$ cat src/rtl/motor_cmd_sequencer_pkg.sv
// Shared types and constants for the motor command sequencer.
// Holds the FSM state encoding, the speed codes and the one-code speed step helper.
package motor_pkg;

   typedef enum logic [2:0] {
      ST_HOLD      = 3'd0,
      ST_RAMP_UP   = 3'd1,
      ST_RAMP_DOWN = 3'd2,
      ST_BRAKE     = 3'd3,
      ST_ESTOP     = 3'd4
   } state_t;

   localparam logic [1:0] SPD_OFF = 2'b00;
   localparam logic [1:0] SPD_25  = 2'b01;
   localparam logic [1:0] SPD_50  = 2'b10;
   localparam logic [1:0] SPD_75  = 2'b11;

   localparam int PSW_DIR_BIT = 2;

   // One code toward the requested end, clamped so the 2-bit code never wraps.
   function automatic logic [1:0] step_speed(input logic [1:0] cur, input logic up);
      if (up) return (cur == SPD_75) ? SPD_75 : cur + 2'd1;
      else    return (cur == SPD_OFF) ? SPD_OFF : cur - 2'd1;
   endfunction

endpackage

$ cat src/rtl/motor_cmd_sequencer_if.sv
// Speed/direction request handshake between a command source and the sequencer.
interface motor_cmd_sequencer_if;
   logic       cmd_valid;
   logic       cmd_ready;
   logic [1:0] cmd_speed;
   logic       cmd_dir;

   modport master (output cmd_valid, cmd_speed, cmd_dir, input cmd_ready);
   modport slave  (input cmd_valid, cmd_speed, cmd_dir, output cmd_ready);
endinterface

$ cat src/rtl/motor_cmd_sequencer_tick_prescaler.sv
// Free-running timebase: one-cycle tick every TICK_DIV clocks, restartable by clr.
module tick_prescaler #(
   parameter int TICK_DIV = 50000
) (
   input  logic clk,
   input  logic rst_n,
   input  logic clr,
   output logic tick
);
   localparam int W = $clog2(TICK_DIV);

   logic [W-1:0] cnt;

   assign tick = (cnt == W'(TICK_DIV - 1));

   always_ff @(posedge clk or negedge rst_n) begin
      if (!rst_n)          cnt <= '0;
      else if (clr || tick) cnt <= '0;
      else                 cnt <= cnt + 1'b1;
   end
endmodule

$ cat src/rtl/motor_cmd_sequencer.sv
// Ramps the dc_motor psw word toward requested speed/direction one code per dwell,
// braking at OFF before any reversal, with an emergency-stop override.
module motor_cmd_sequencer
   import motor_pkg::*;
#(
   parameter int TICK_DIV    = 50000,
   parameter int STEP_TICKS  = 100,
   parameter int BRAKE_TICKS = 200
) (
   input  logic                 clk,
   input  logic                 rst_n,
   motor_cmd_sequencer_if.slave cmd,
   input  logic                 estop,
   output logic [2:0]           psw,
   output logic                 busy,
   output logic [2:0]           state_o
);
   localparam int MAX_TICKS = (STEP_TICKS > BRAKE_TICKS) ? STEP_TICKS : BRAKE_TICKS;
   localparam int DW        = $clog2(MAX_TICKS + 1);
   localparam logic [DW-1:0] STEP_LAST  = DW'(STEP_TICKS - 1);
   localparam logic [DW-1:0] BRAKE_LAST = DW'(BRAKE_TICKS - 1);

   state_t        state;
   logic          cur_dir, tgt_dir, rev;
   logic [1:0]    cur_speed, tgt_speed, ramp_tgt, next_speed;
   logic [DW-1:0] dwell;
   logic          tick, accept, ramping, step_due, brake_due, clr;

   assign cmd.cmd_ready = (state == ST_HOLD) && !estop;
   assign accept        = cmd.cmd_valid && cmd.cmd_ready;
   assign ramping       = (state == ST_RAMP_UP) || (state == ST_RAMP_DOWN);
   assign step_due      = ramping && tick && (dwell == STEP_LAST);
   assign brake_due     = (state == ST_BRAKE) && tick && (dwell == BRAKE_LAST);
   // A pending reversal ramps to OFF first; the latched target speed applies after the brake.
   assign ramp_tgt      = rev ? SPD_OFF : tgt_speed;
   assign next_speed    = step_speed(cur_speed, state == ST_RAMP_UP);
   // Restart the timebase so each dwell is measured from its own entry edge.
   assign clr = accept || (!estop && ((step_due && rev && next_speed == ramp_tgt) || brake_due));

   tick_prescaler #(.TICK_DIV(TICK_DIV)) u_tick (
      .clk   (clk),
      .rst_n (rst_n),
      .clr   (clr),
      .tick  (tick)
   );

   always_ff @(posedge clk or negedge rst_n) begin
      if (!rst_n) begin
         state     <= ST_HOLD;
         cur_dir   <= 1'b0;
         cur_speed <= SPD_OFF;
         tgt_dir   <= 1'b0;
         tgt_speed <= SPD_OFF;
         rev       <= 1'b0;
         dwell     <= '0;
      end else if (estop) begin
         state     <= ST_ESTOP;
         cur_speed <= SPD_OFF;
         tgt_speed <= SPD_OFF;
         rev       <= 1'b0;
      end else begin
         case (state)
            ST_HOLD: if (accept) begin
               tgt_dir   <= cmd.cmd_dir;
               tgt_speed <= cmd.cmd_speed;
               dwell     <= '0;
               if (cmd.cmd_dir == cur_dir) begin
                  if (cmd.cmd_speed > cur_speed)      state <= ST_RAMP_UP;
                  else if (cmd.cmd_speed < cur_speed) state <= ST_RAMP_DOWN;
               end else if (cur_speed == SPD_OFF) begin
                  cur_dir <= cmd.cmd_dir;
                  if (cmd.cmd_speed != SPD_OFF) state <= ST_RAMP_UP;
               end else begin
                  rev   <= 1'b1;
                  state <= ST_RAMP_DOWN;
               end
            end
            ST_RAMP_UP, ST_RAMP_DOWN: if (tick) begin
               if (dwell == STEP_LAST) begin
                  dwell     <= '0;
                  cur_speed <= next_speed;
                  if (next_speed == ramp_tgt) state <= rev ? ST_BRAKE : ST_HOLD;
               end else begin
                  dwell <= dwell + 1'b1;
               end
            end
            ST_BRAKE: if (tick) begin
               if (dwell == BRAKE_LAST) begin
                  dwell   <= '0;
                  cur_dir <= tgt_dir;
                  rev     <= 1'b0;
                  state   <= (tgt_speed != SPD_OFF) ? ST_RAMP_UP : ST_HOLD;
               end else begin
                  dwell <= dwell + 1'b1;
               end
            end
            ST_ESTOP: begin
               state     <= ST_HOLD;
               tgt_dir   <= cur_dir;
               tgt_speed <= SPD_OFF;
            end
            default: state <= ST_HOLD;
         endcase
      end
   end

   assign psw[PSW_DIR_BIT] = cur_dir;
   assign psw[1:0]         = cur_speed;
   assign busy             = (state != ST_HOLD);
   assign state_o          = state;
endmodule

$ cat src/flat_wrapper.sv
// flat-port wrapper written by rule: the top's interface ports become plain ports
module motor_cmd_sequencer_flat import motor_pkg::*;
#(
   parameter int TICK_DIV    = 50000,
   parameter int STEP_TICKS  = 100,
   parameter int BRAKE_TICKS = 200
)
  (clk, rst_n, estop, psw, busy, state_o, cmd_cmd_valid, cmd_cmd_speed, cmd_cmd_dir, cmd_cmd_ready);
  motor_cmd_sequencer_if cmd_i ();
  input  logic clk;
  input  logic rst_n;
  input  logic estop;
  output logic [2:0] psw;
  output logic busy;
  output logic [2:0] state_o;
  input wire logic [$bits(cmd_i.cmd_valid)-1:0] cmd_cmd_valid;
  input wire logic [$bits(cmd_i.cmd_speed)-1:0] cmd_cmd_speed;
  input wire logic [$bits(cmd_i.cmd_dir)-1:0] cmd_cmd_dir;
  output wire logic [$bits(cmd_i.cmd_ready)-1:0] cmd_cmd_ready;
  assign cmd_i.cmd_valid = cmd_cmd_valid;
  assign cmd_i.cmd_speed = cmd_cmd_speed;
  assign cmd_i.cmd_dir = cmd_cmd_dir;
  assign cmd_cmd_ready = cmd_i.cmd_ready;
  motor_cmd_sequencer #(.TICK_DIV(TICK_DIV), .STEP_TICKS(STEP_TICKS), .BRAKE_TICKS(BRAKE_TICKS)) u_core (.clk(clk), .rst_n(rst_n), .cmd(cmd_i), .estop(estop), .psw(psw), .busy(busy), .state_o(state_o));
endmodule
$ cat config.mk
export PLATFORM = sky130hd
export DESIGN_NAME = motor_cmd_sequencer_flat
export DESIGN_NICKNAME = d
export VERILOG_FILES = /design/src/rtl/motor_cmd_sequencer_pkg.sv /design/src/rtl/motor_cmd_sequencer_if.sv /design/src/rtl/motor_cmd_sequencer_tick_prescaler.sv /design/src/rtl/motor_cmd_sequencer.sv /design/src/flat_wrapper.sv
export SDC_FILE = /design/constraint.sdc
export NUM_CORES = 1
export LEC_CHECK = 0
export CAP_MARGIN = 0
export CORE_MARGIN = 3
export CORE_UTILIZATION = 68
export CTS_CLUSTER_DIAMETER = 30
export DETAILED_ROUTE_END_ITERATION = 16
export DONT_BUFFER_PORTS = 1
export PLACE_DENSITY_LB_ADDON = 0.1
export SLEW_MARGIN = 25
export SYNTH_ARGS = -nofsm -noshare
export SYNTH_HDL_FRONTEND = slang
export SYNTH_SLANG_ARGS = --single-unit
$ cat constraint.sdc
create_clock -name clk -period 3 [get_ports clk]
set_input_delay 0.3 -clock clk [delete_from_list [all_inputs] [get_ports clk]]
set_output_delay 0.3 -clock clk [all_outputs]
set_load 0.05 [all_outputs]
**Word level (Yosys, flattened, before mapping)**

Cells that the tools add are included.

- Bits in registers: 34
- Output and inout port bits: 8
- Logic and storage cells: 124

- Add/sub/neg operators: 4
- Magnitude comparators: 2
- Eq/ne operators: 26
- Mux-type cells: 48
- Bitwise gates (word level): 1
- Reductions and logical operators: 35

Operator list:

| kind | number |
|---|---|
| $mux W8 | 5 |
| $mux W3 | 12 |
| $pmux W8 S3 | 1 |
| $mux W2 | 11 |
| $add A16 B1 Y16 const B | 1 |
| $eq A16 B16 Y1 const B | 1 |
| $mux W16 | 1 |
| $ne A3 B2 Y1 const B | 5 |
| $reduce_bool A2 Y1 | 7 |
| $mux W1 | 13 |
| $reduce_bool A3 Y1 | 4 |
| $ne A5 B5 Y1 const B | 2 |
| $logic_and A1 B1 Y1 | 9 |
| $ne A3 B3 Y1 const B | 3 |
| $pmux W3 S3 | 1 |
| $add A8 B1 Y8 const B | 1 |
| $eq A8 B7 Y1 const B | 1 |
| $eq A8 B8 Y1 const B | 1 |
| $reduce_and A8 Y1 | 1 |
| $reduce_and A7 Y1 | 1 |
| $eq A3 B2 Y1 const B | 2 |
| $ne A2 B1 Y1 const B | 3 |
| $ne A2 B2 Y1 const B | 3 |
| $pmux W1 S2 | 3 |
| 20 further kinds | 24 |

**Logic depth before layout (Yosys ltp)**

Gate-level depths: netlist of run 1.

- Word-level depth: 11
- Gate-level depth with buffers: 9
- Gate-level depth less buffers: 8

**Hierarchy**

Synthesis of run 1 repeated with hierarchy kept, for this count alone.

- Cells, all modules: 246
- Area total of the unflattened synthesis: 2197.1 um2

By module, submodules not included:

| module | times used | cells an instance | area each (um2) | seq. area each (um2) |
|---|---|---|---|---|
| motor_cmd_sequencer | 1 | 166 | 1398.8 | 450.4 |
| tick_prescaler | 1 | 80 | 798.3 | 400.4 |

**Worst setup path before layout of run 1**

No wires, ideal clock.

- Path type: flip-flop to flip-flop
- Start: register u_core.state[1], in the netlist u_core.state_o[1]
- End: register u_core.u_tick.cnt[10]
- Arrival: 2147 ps
- Path slack: 721 ps
- Cell stages (with the launch flop): 9
- Buffers on the path: 2
- Cell sequence: dfrtp_1 -> buf_4 -> nor2_1 -> nand2_1 -> inv_1 -> nand2_1 -> nand2_1 -> clkbuf_1 -> nor2_1

- Elaborated cells on any way between the ends: 20
- Those cells by class: eq/ne (4); mux (2); reduce/logical (14)

RTL lines:

| element | RTL line | text |
|---|---|---|
| start, declared | motor_cmd_sequencer.sv:23 | `state_t state;` |
| start signal, assigned | motor_cmd_sequencer.sv:82 | `if (next_speed == ramp_tgt) state <= rev ? ST_BRAKE : ST_HOLD;` |
| start signal, assigned | motor_cmd_sequencer.sv:92 | `state <= (tgt_speed != SPD_OFF) ? ST_RAMP_UP : ST_HOLD;` |
| $logic_not A3 Y1 | motor_cmd_sequencer.sv:29 | `assign cmd.cmd_ready = (state == ST_HOLD) && !estop;` |
| $logic_and A1 B1 Y1 | motor_cmd_sequencer.sv:29 |  |
| via cmd_cmd_ready | flat_wrapper.sv:19 | `output wire logic [$bits(cmd_i.cmd_ready)-1:0] cmd_cmd_ready;` |
| $logic_and A1 B1 Y1 | motor_cmd_sequencer.sv:30 | `assign accept = cmd.cmd_valid && cmd.cmd_ready;` |
| $logic_or A1 B1 Y1 | motor_cmd_sequencer.sv:38 | `assign clr = accept \|\| (!estop && ((step_due && rev && next_speed == ramp_tgt) \|\| brake_due));` |
| $logic_or A1 B1 Y1 | motor_cmd_sequencer_tick_prescaler.sv:18 | `else if (clr \|\| tick) cnt <= '0;` |
| $mux W16 | motor_cmd_sequencer_tick_prescaler.sv:18 |  |
| end signal, assigned | motor_cmd_sequencer_tick_prescaler.sv:19 | `else cnt <= cnt + 1'b1;` |
| end, declared | motor_cmd_sequencer_tick_prescaler.sv:12 | `logic [W-1:0] cnt;` |

The timed path passes the listed nets, and every way through them passes these cells.
A chain may end at the register's enable or synchronous reset.

**Final worst setup path of run 1**

- Start: register u_core.state[1], in the netlist u_core.state_o[1]
- End: register u_core.state[0], in the netlist u_core.state_o[0]

- Cells in the longest elaborated chain, start to end: 5
- Elaborated cells on any way between the ends: 20
- Those cells by class: eq/ne (12); mux (3); reduce/logical (5)

Ends and longest elaborated chain:

| element | RTL line |
|---|---|
| $eq A3 B1 Y1 / $logic_not A3 Y1 (equally long branches) | motor_cmd_sequencer.sv:36, motor_cmd_sequencer.sv:62, motor_cmd_sequencer.sv:29 |
| $mux W2 / $logic_and A1 B1 Y1 (equally long branches) | motor_cmd_sequencer_pkg.sv:22, motor_cmd_sequencer.sv:29 |
| $eq A2 B2 Y1 / $logic_and A1 B1 Y1 (equally long branches) | motor_cmd_sequencer.sv:82, motor_cmd_sequencer.sv:30 |
| $ne A3 B2 Y1 (no source line) | -- |
| $reduce_and A8 Y1 (no source line) | -- |

Parallel ways exist; a longest one is shown, timed or not.

==> flow_metrics.py, run 1 <==
metrics = {
    "cts": {
        "htree_levels": 2,
        "tritoncts": "yes",
        "numCtsBuffers": 5,
        "ctsResizeCount": 0,
        "ctsRootBufferMaster": "clkbuf_4",
        "path_clk_slew_ns": 0.11,
        "clk_latency_ns": 0.35,
        "cts.sink_count": 34,
        "clockBufferDepth": 2,
    },
    "setup_path": {
        "worstPathCellList": "nor3b_2 -> maj3_1 -> xnor2_1 -> o31a_1 -> nor3_2 -> mux2_1",
        "worstPathRequired_ns": 3.22,
        "max_stage_delay_ns": 0.81,
        "slowest_stage": "dfrtp_1",
        "critPathCaptureType": "register",
        "worstSetupPathType": "register to register",
        "worstPathArrival_ns": 2.64,
        "startpoint_type": "register",
        "critPathMaxFanout": 9,
    },
    "sta": {
        "period_share_pct": 80.55,
        "maxSlewHeadroom_pct": 53.25,
        "fmax_mhz": 413.8,
        "rsz0062_at_grt": "no",
        "fin_worst_skew_ns": 0.01728,
        "fin_crit_ns": 2.416,
        "drv_slew": 0,
        "setup_violations": 0,
        "worst_pin_slew_ns": 0.7013,
        "hold_viol": 0,
        "finalSetupTns_ns": 0,
    },
    "global_route": {
        "grt_max_degree": 35,
        "antenna_found_initial": 0,
        "grtUsageTotal_pct": 25.68,
        "grt_pass1_wl_um": 7072,
        "grt_pass1_vias": 1657,
        "overflow": 0,
    },
    "synth": {
        "ys_warn_count": 0,
        "synth_edf_count": 0,
        "ys_seq_area_share_pct": 41.59,
        "syn-cell-area_sq_um": 2046,
        "synth_area_per_cell_sq_um": 8.972,
        "yosysMostFrequentCell": "nor2_1",
        "synth-seq-cells": 34,
        "synth_area_leaders": "dfrtp_1 (42%), nor2_1 (6.4%), xnor2_1 (4.3%), o21ai_0 (3.4%), xor2_1 (3.4%)",
        "synth_cells": 228,
        "synth_nets": 239,
        "synth_top_area_share_pct": 41.59,
        "synth_common_cells": "nor2_1 (35), dfrtp_1 (34), nand2_1 (16), o21ai_0 (14), a21oi_1 (13)",
        "ys_types": 51,
        "yosys.area.top_type": "dfrtp_1",
        "async_flop_share_pct": 100.0,
        "ys.flop_type": "dfrtp_1",
    },
    "power_and_ir_drop": {
        "switching_share_pct": 35.34,
        "powerDensity_nw_per_um2": 531.1,
        "p_leak_nw": 0.9478,
        "power_mw": 1.144,
        "power.internal_mw": 0.7395,
        "power_frac_seq_pct": 53.3,
        "p_comb_share_pct": 23.1,
        "p_switching_mw": 0.4042,
        "clockPowerShare_pct": 23.6,
        "ir_drop_v": 0.0003106,
    },
    "placed_design": {
        "dp_hpwl_um": 3011,
        "placedInstanceArea_sq_um": 2043,
        "place.gp.congestion": 0.8832,
        "port_buffers": 0,
    },
    "routing": {
        "vias": 1669,
        "dr_wl_met2_um": 2175,
        "wire_per_inst_um": 16.06,
        "antenna_left": 0,
        "drt-total-wl_um": 4241,
        "topRoutingLayerUsed": "met4",
        "dr.pass1.iters": 4,
        "route.detailed.drc": 0,
        "routed-wl-met3_um": 216,
        "wl_met1_um": 1786,
        "vias_per_cell": 6.322,
        "drt-initial-drc-count": 101,
    },
    "finish": {
        "diodes": 0,
        "nNetsFinal": 243,
        "layout-drive-gt1-share_pct": 9.442,
        "multi_input_area_sq_um": 1105,
        "seq_area_sq_um": 850.8,
        "synthToLayoutAreaGrowth_pct": 5.260,
        "fin_area_sq_um": 2153,
        "n_fill_cell": 192,
    },
    "hold_path": {
        "hold_class": "input pin to register",
    },
    "floorplan": {
        "initial_utilization_pct": 72.93,
        "rows": 19,
        "io_pins": 15,
        "dieArea_sq_um": 3703,
        "die_x_um": 60.85,
        "die_h_um": 60.85,
        "core_area_sq_um": 2805,
    },
    "status": {
        "outcome": "finished, final reports clean",
    },
    "job": {
        "cap_violations": 0,
    },
}
## power by group through the flow
stage                     registers [mW]  logic (mW)  clock network (mW)
final                              0.609       0.264               0.270
after CTS                          0.608       0.264               0.275
after global routing               0.617       0.296               0.293
after floorplan                    0.576       0.248                   0
after global placement             0.612       0.235                   0
after detailed placement           0.617       0.248                   0
## path summary, 6_finish.rpt
| check | to | cells after the start | start | slack [ns] |
|---|---|---|---|---|
| worst max register to register | u_core.state_o[0] | 6 | u_core.state_o[1] | 0.58 |
| min in group asynchronous | u_core.cur_dir | 2 | rst_n | 0.40 |
| max in group asynchronous | u_core.state_o[0] | 2 | rst_n | 2.41 |
| worst max-delay path | u_core.state_o[0] | 6 | u_core.state_o[1] | 0.58 |
| worst min-delay path | u_core.rev | 1 | estop | 0.007 |
| worst min register to register | u_core.u_tick.cnt[0] | 1 | u_core.u_tick.cnt[0] | 0.49 |
## repair_timing
action                                  4_1_cts  5_1_grt
setup buffers                                 0        0
hold endpoints to repair                     36        1
endpoints found under the setup margin        0        0
hold buffers                                  3        1
## flip-flops by register name (all words and copies together) (netlist names)
name	flops
u_core.cur_speed	2
u_core.cur_dir	1
u_core.rev	1
u_core.u_tick.cnt	16
u_core.dwell	8
u_core.state_o	3
u_core.tgt_dir	1
u_core.tgt_speed	2
## stage by stage
stage / std cells / hold slack [ns] / worst slack (ns) / util (%)
floorplan: 228 / 0.004409 / 0.7210 / -
global placement: 252 / 0.005211 / 0.6964 / 72.84
detailed placement: 252 / 0.005108 / 0.6313 / 72.84
CTS: 263 / 0.0004071 / 0.5933 / 76.41
global route: 264 / 0.005180 / 0.4545 / 76.76
finish: 264 / 0.006752 / 0.5836 / 76.76
## per-layer routing
metal  GRT usage [%]  vias to the layer above
li1                -                      803
met1           29.55                      810
met2           46.41                       48
met3           6.596                        8
met4           8.050                        0
met5               0                        -
## cells by family (layout without fill, tap and decap cells)
logic type	after synthesis	in the layout	synth area share [%]
simple gates	103	103	27.83
compound gates	46	46	13.46
flops	34	34	41.59
xor+xnor	18	18	7.706
buf+inv	18	23	4.403
fa+ha+maj	6	6	3.425
mux	3	3	1.590
## cell usage in the layout, fill, tap and decap left out, types with 2 or more instances in the layout
| cell type | n |
|---|---|
| ha_1 | 4 |
| or2_2 | 2 |
| nor2_1 | 35 |
| o21ai_1 | 3 |
| mux2_1 | 2 |
| nor3b_1 | 2 |
| and4bb_2 | 2 |
| o31ai_1 | 5 |
| xnor2_1 | 10 |
| clkbuf_4 | 5 |
| nand3_1 | 12 |
| nand4_1 | 3 |
| maj3_1 | 2 |
| dlygate4sd3_1 | 3 |
| nor2b_1 | 3 |
| nor3_1 | 2 |
| dfrtp_1 | 34 |
| or3_1 | 2 |
| a211oi_1 | 2 |
| xor2_1 | 8 |
| and3_1 | 6 |
| inv_1 | 8 |
| nand2b_1 | 5 |
| o21ai_0 | 14 |
| nand2_1 | 16 |
| buf_4 | 2 |
| a21oi_1 | 13 |
## worst max-delay path, delay by kind of cell, from the launching register on
family	cells	cell delay [ns]
DFF	1	0.81
muxes	1	0.35
and+or+nand+nor	2	0.31
xor gates and xnor gates	1	0.13
adders and majority gates	1	0.40
AOI/OAI and AO/OA	1	0.28
## cell type report
class | instances | share of cell area (%)
clock buffers | 7 | 2.557
clock inverters | 1 | 0.2324
inverters | 9 | 1.569
flip-flops and latches | 34 | 39.51
well taps | 31 | 1.801
repair buffers | 6 | 3.021
multi-input cells | 176 | 51.31
No activity file was read; power rests on OpenSTA's default activity.
==> run 2: changes to the inputs <==
--- a/config.mk
+++ b/config.mk
@@ -7,7 +7,7 @@
 export LEC_CHECK = 0
 export CAP_MARGIN = 0
 export CORE_MARGIN = 3
-export CORE_UTILIZATION = 68
+export CORE_UTILIZATION = 57
 export CTS_CLUSTER_DIAMETER = 30
 export DETAILED_ROUTE_END_ITERATION = 16
 export DONT_BUFFER_PORTS = 1
==> constraint.sdc (replaced) <==
create_clock -name clk -period 2.1 [get_ports clk]
set_input_delay 0.21 -clock clk [delete_from_list [all_inputs] [get_ports clk]]
set_output_delay 0.21 -clock clk [all_outputs]
set_load 0.05 [all_outputs]
==> run 2 against run 1 <==
  * Wire length rose by 12%
  * Clock power increased by 49%
  * Fmax is 21% higher
  * First-iteration DRC count increased by 8.9%
  * Sequential power grew 31%
  * Global-route usage decreased by 1.7 points
  * Flip-flop and latch count did not move
  * Register-to-register slack got worse by 0.47 ns
  * Sequential share of layout area is 3.4 points lower
  * Utilization shrank 6.6 points
  * Critical path depth is the same
  * Critical path type unchanged
  * Critical endpoint is now u_core.state_o[1]
  * Largest cell class unchanged
==> flow_metrics.py, run 2 (synthesis results as in run 1) <==
metrics = {
    "status": {
        "outcome": "finished, final reports clean",
    },
    "floorplan": {
        "core_area_sq_um": 3390,
        "initial_utilization_pct": 60.35,
        "rows": 21,
        "die_h_um": 65.91,
        "dieArea_sq_um": 4343,
        "die_x_um": 65.91,
        "io_pins": 15,
    },
    "routing": {
        "drt-total-wl_um": 4750,
        "wire_per_inst_um": 15.99,
        "antenna_left": 0,
        "drt-initial-drc-count": 110,
        "dr.pass1.iters": 4,
        "route.detailed.drc": 0,
        "vias": 1797,
        "vias_per_cell": 6.051,
    },
    "finish": {
        "layout_commonest_cell": "nor2_1",
        "largest_reg_flops": 16,
        "regMostFlops": "u_core.u_tick.cnt",
        "layout-drive-gt1-share_pct": 22.31,
        "diodes": 0,
        "fin_area_sq_um": 2377,
        "nNetsFinal": 261,
        "mostFrequentLayoutCells": "nor2_1 (35), dfrtp_1 (28), buf_4 (20)",
        "multi_input_area_sq_um": 1170,
        "n_fill_cell": 272,
        "seq_area_sq_um": 858.3,
        "synthToLayoutAreaGrowth_pct": 16.21,
    },
    "cts": {
        "path_clk_slew_ns": 0.12,
        "tritoncts": "yes",
        "htree_levels": 2,
        "clk_latency_ns": 0.34,
        "numCtsBuffers": 5,
        "clockBufferDepth": 2,
        "ctsRootBufferMaster": "clkbuf_4",
        "cts.sink_count": 34,
    },
    "hold_path": {
        "hp-start": "estop",
        "min_path_cells": 2,
        "hold_end": "u_core.tgt_dir",
        "hold_class": "input pin to register",
    },
    "job": {
        "cap_violations": 0,
    },
    "setup_path": {
        "critPathCaptureType": "register",
        "crit_buf_inv": 0,
        "r2r_cells": 6,
        "max_stage_delay_ns": 0.47,
        "worst_r2r_endpoint": "u_core.state_o[1]",
        "critPathMaxFanout": 6,
        "slowest_stage": "dfrtp_1",
        "r2r-start": "u_core.dwell[3]",
        "worstPathArrival_ns": 2.23,
        "worstPathRequired_ns": 2.34,
        "rrSetupSlack_ns": 0.11,
        "worstSetupPathType": "register to register",
        "startpoint_type": "register",
        "critPathTopFamily": "simple AND/OR/NAND/NOR gates",
        "worstPathCellList": "nor3b_2 -> nand4_1 -> a2bb2oi_2 -> a21oi_1 -> nor3_2 -> mux2_1",
    },
    "power_and_ir_drop": {
        "power.internal_mw": 1.115,
        "clockPowerShare_pct": 23.2,
        "switching_share_pct": 35.80,
        "power_frac_seq_pct": 45.9,
        "p_switching_mw": 0.6220,
        "p_leak_nw": 1.042,
        "powerDensity_nw_per_um2": 730.7,
        "ir_drop_v": 0.0003479,
        "p_comb_share_pct": 30.9,
    },
    "sta": {
        "setup_violations": 0,
        "fin_crit_ns": 1.991,
        "hold_viol": 0,
        "finalSetupTns_ns": 0,
        "drv_slew": 0,
        "maxSlewHeadroom_pct": 66.27,
        "fmax_mhz": 502.2,
        "fin_worst_skew_ns": 0.008963,
        "worst_pin_slew_ns": 0.5047,
        "period_share_pct": 94.81,
    },
    "global_route": {
        "grtUsageTotal_pct": 24.02,
        "grt_pass1_vias": 1713,
        "grt_pass1_wl_um": 7886,
        "overflow": 0,
        "antenna_found_initial": 0,
        "grt_max_degree": 35,
    },
    "placed_design": {
        "dp_hpwl_um": 3321,
        "place.gp.congestion": 0.8541,
        "placedInstanceArea_sq_um": 2200,
        "port_buffers": 0,
    },
}
[run 2: cell count changes in the layout (fill, tap and decap cells not counted), moves of 2 or more]
cell / before / now
dfrtp_1: 34 / 28
clkinvlp_4: 0 / 2
maj3_2: 0 / 2
maj3_1: 2 / 0
buf_4: 2 / 20
dfrtp_2: 0 / 6
[run 2: power groups by stage]
stage | Sequential (mW) | Clock (mW) | Combinational, mW
2_1_floorplan | 0.826 | 0 | 0.361
3_3_place_gp | 0.806 | 0 | 0.489
3_5_place_dp | 0.808 | 0 | 0.503
4_1_cts | 0.797 | 0.413 | 0.525
5_1_grt | 0.809 | 0.448 | 0.588
6_report | 0.798 | 0.402 | 0.537
[run 2: worst reg2reg max path: stages (launching register included)]
cell and delay (ns):
dfrtp_1 0.47, nor3b_2 0.28, nand4_1 0.26, a2bb2oi_2 0.25, a21oi_1 0.11, nor3_2 0.17, mux2_1 0.35
[run 2: layout make-up]
| cell class | count | share of cell area (%) |
|---|---|---|
| Inverter | 9 | 1.579 |
| Sequential cell | 34 | 36.11 |
| Tap cell | 46 | 2.421 |
| Clock inverter | 2 | 0.5263 |
| Clock buffer | 6 | 2.158 |
| Timing Repair Buffer | 23 | 8.000 |
| Multi-Input combinational cell | 177 | 49.21 |
[run 2: how the worst max path moves through the flow]
| stage | start | endpoint | slack [ns] | cells after the start |
|---|---|---|---|---|
| floorplan | u_core.state_o[1] | u_core.state_o[0] | 0.02 | 7 |
| global placement | u_core.u_tick.cnt[12] | u_core.state_o[1] | 0.14 | 5 |
| detailed placement | u_core.u_tick.cnt[12] | u_core.state_o[1] | 0.07 | 5 |
| CTS | u_core.u_tick.cnt[12] | u_core.state_o[1] | 0.05 | 5 |
| global route | u_core.dwell[3] | u_core.state_o[1] | -0.02 | 6 |
| finish | u_core.dwell[3] | u_core.state_o[1] | 0.11 | 6 |
[run 2: repair_timing]
| action | CTS | global route |
|---|---|---|
| resized for setup | 0 | 9 |
| endpoints found under the hold margin | 40 | 0 |
| setup endpoints to repair | 0 | 10 |
| hold buffers | 3 | 0 |
| setup buffers | 0 | 2 |
[run 2: per-layer routing]
| layer | part of all wire, % | global-route usage, % | vias to the layer above |
|---|---|---|---|
| met2 | 47 | 37.05 | 54 |
| li1 | - | - | 850 |
| met5 | 0 | 0 | - |
| met4 | 2.0 | 10.62 | 0 |
| met3 | 5.7 | 5.782 | 15 |
| met1 | 45 | 31.88 | 878 |
[run 2: metrics by stage]
step | total power [mW] | setup slack, ns | cells | utilization, % | hold slack (ns)
after CTS | 1.735 | 0.05147 | 294 | 67.96 | 0.07454
after global routing | 1.844 | -0.02226 | 297 | 70.14 | 0.07216
final | 1.737 | 0.1089 | 297 | 70.14 | 0.09029
after floorplan | 1.187 | 0.01824 | 228 | - | -0.08559
after detailed placement | 1.311 | 0.07332 | 283 | 64.89 | -0.08458
after global placement | 1.294 | 0.1434 | 283 | 64.89 | -0.08468
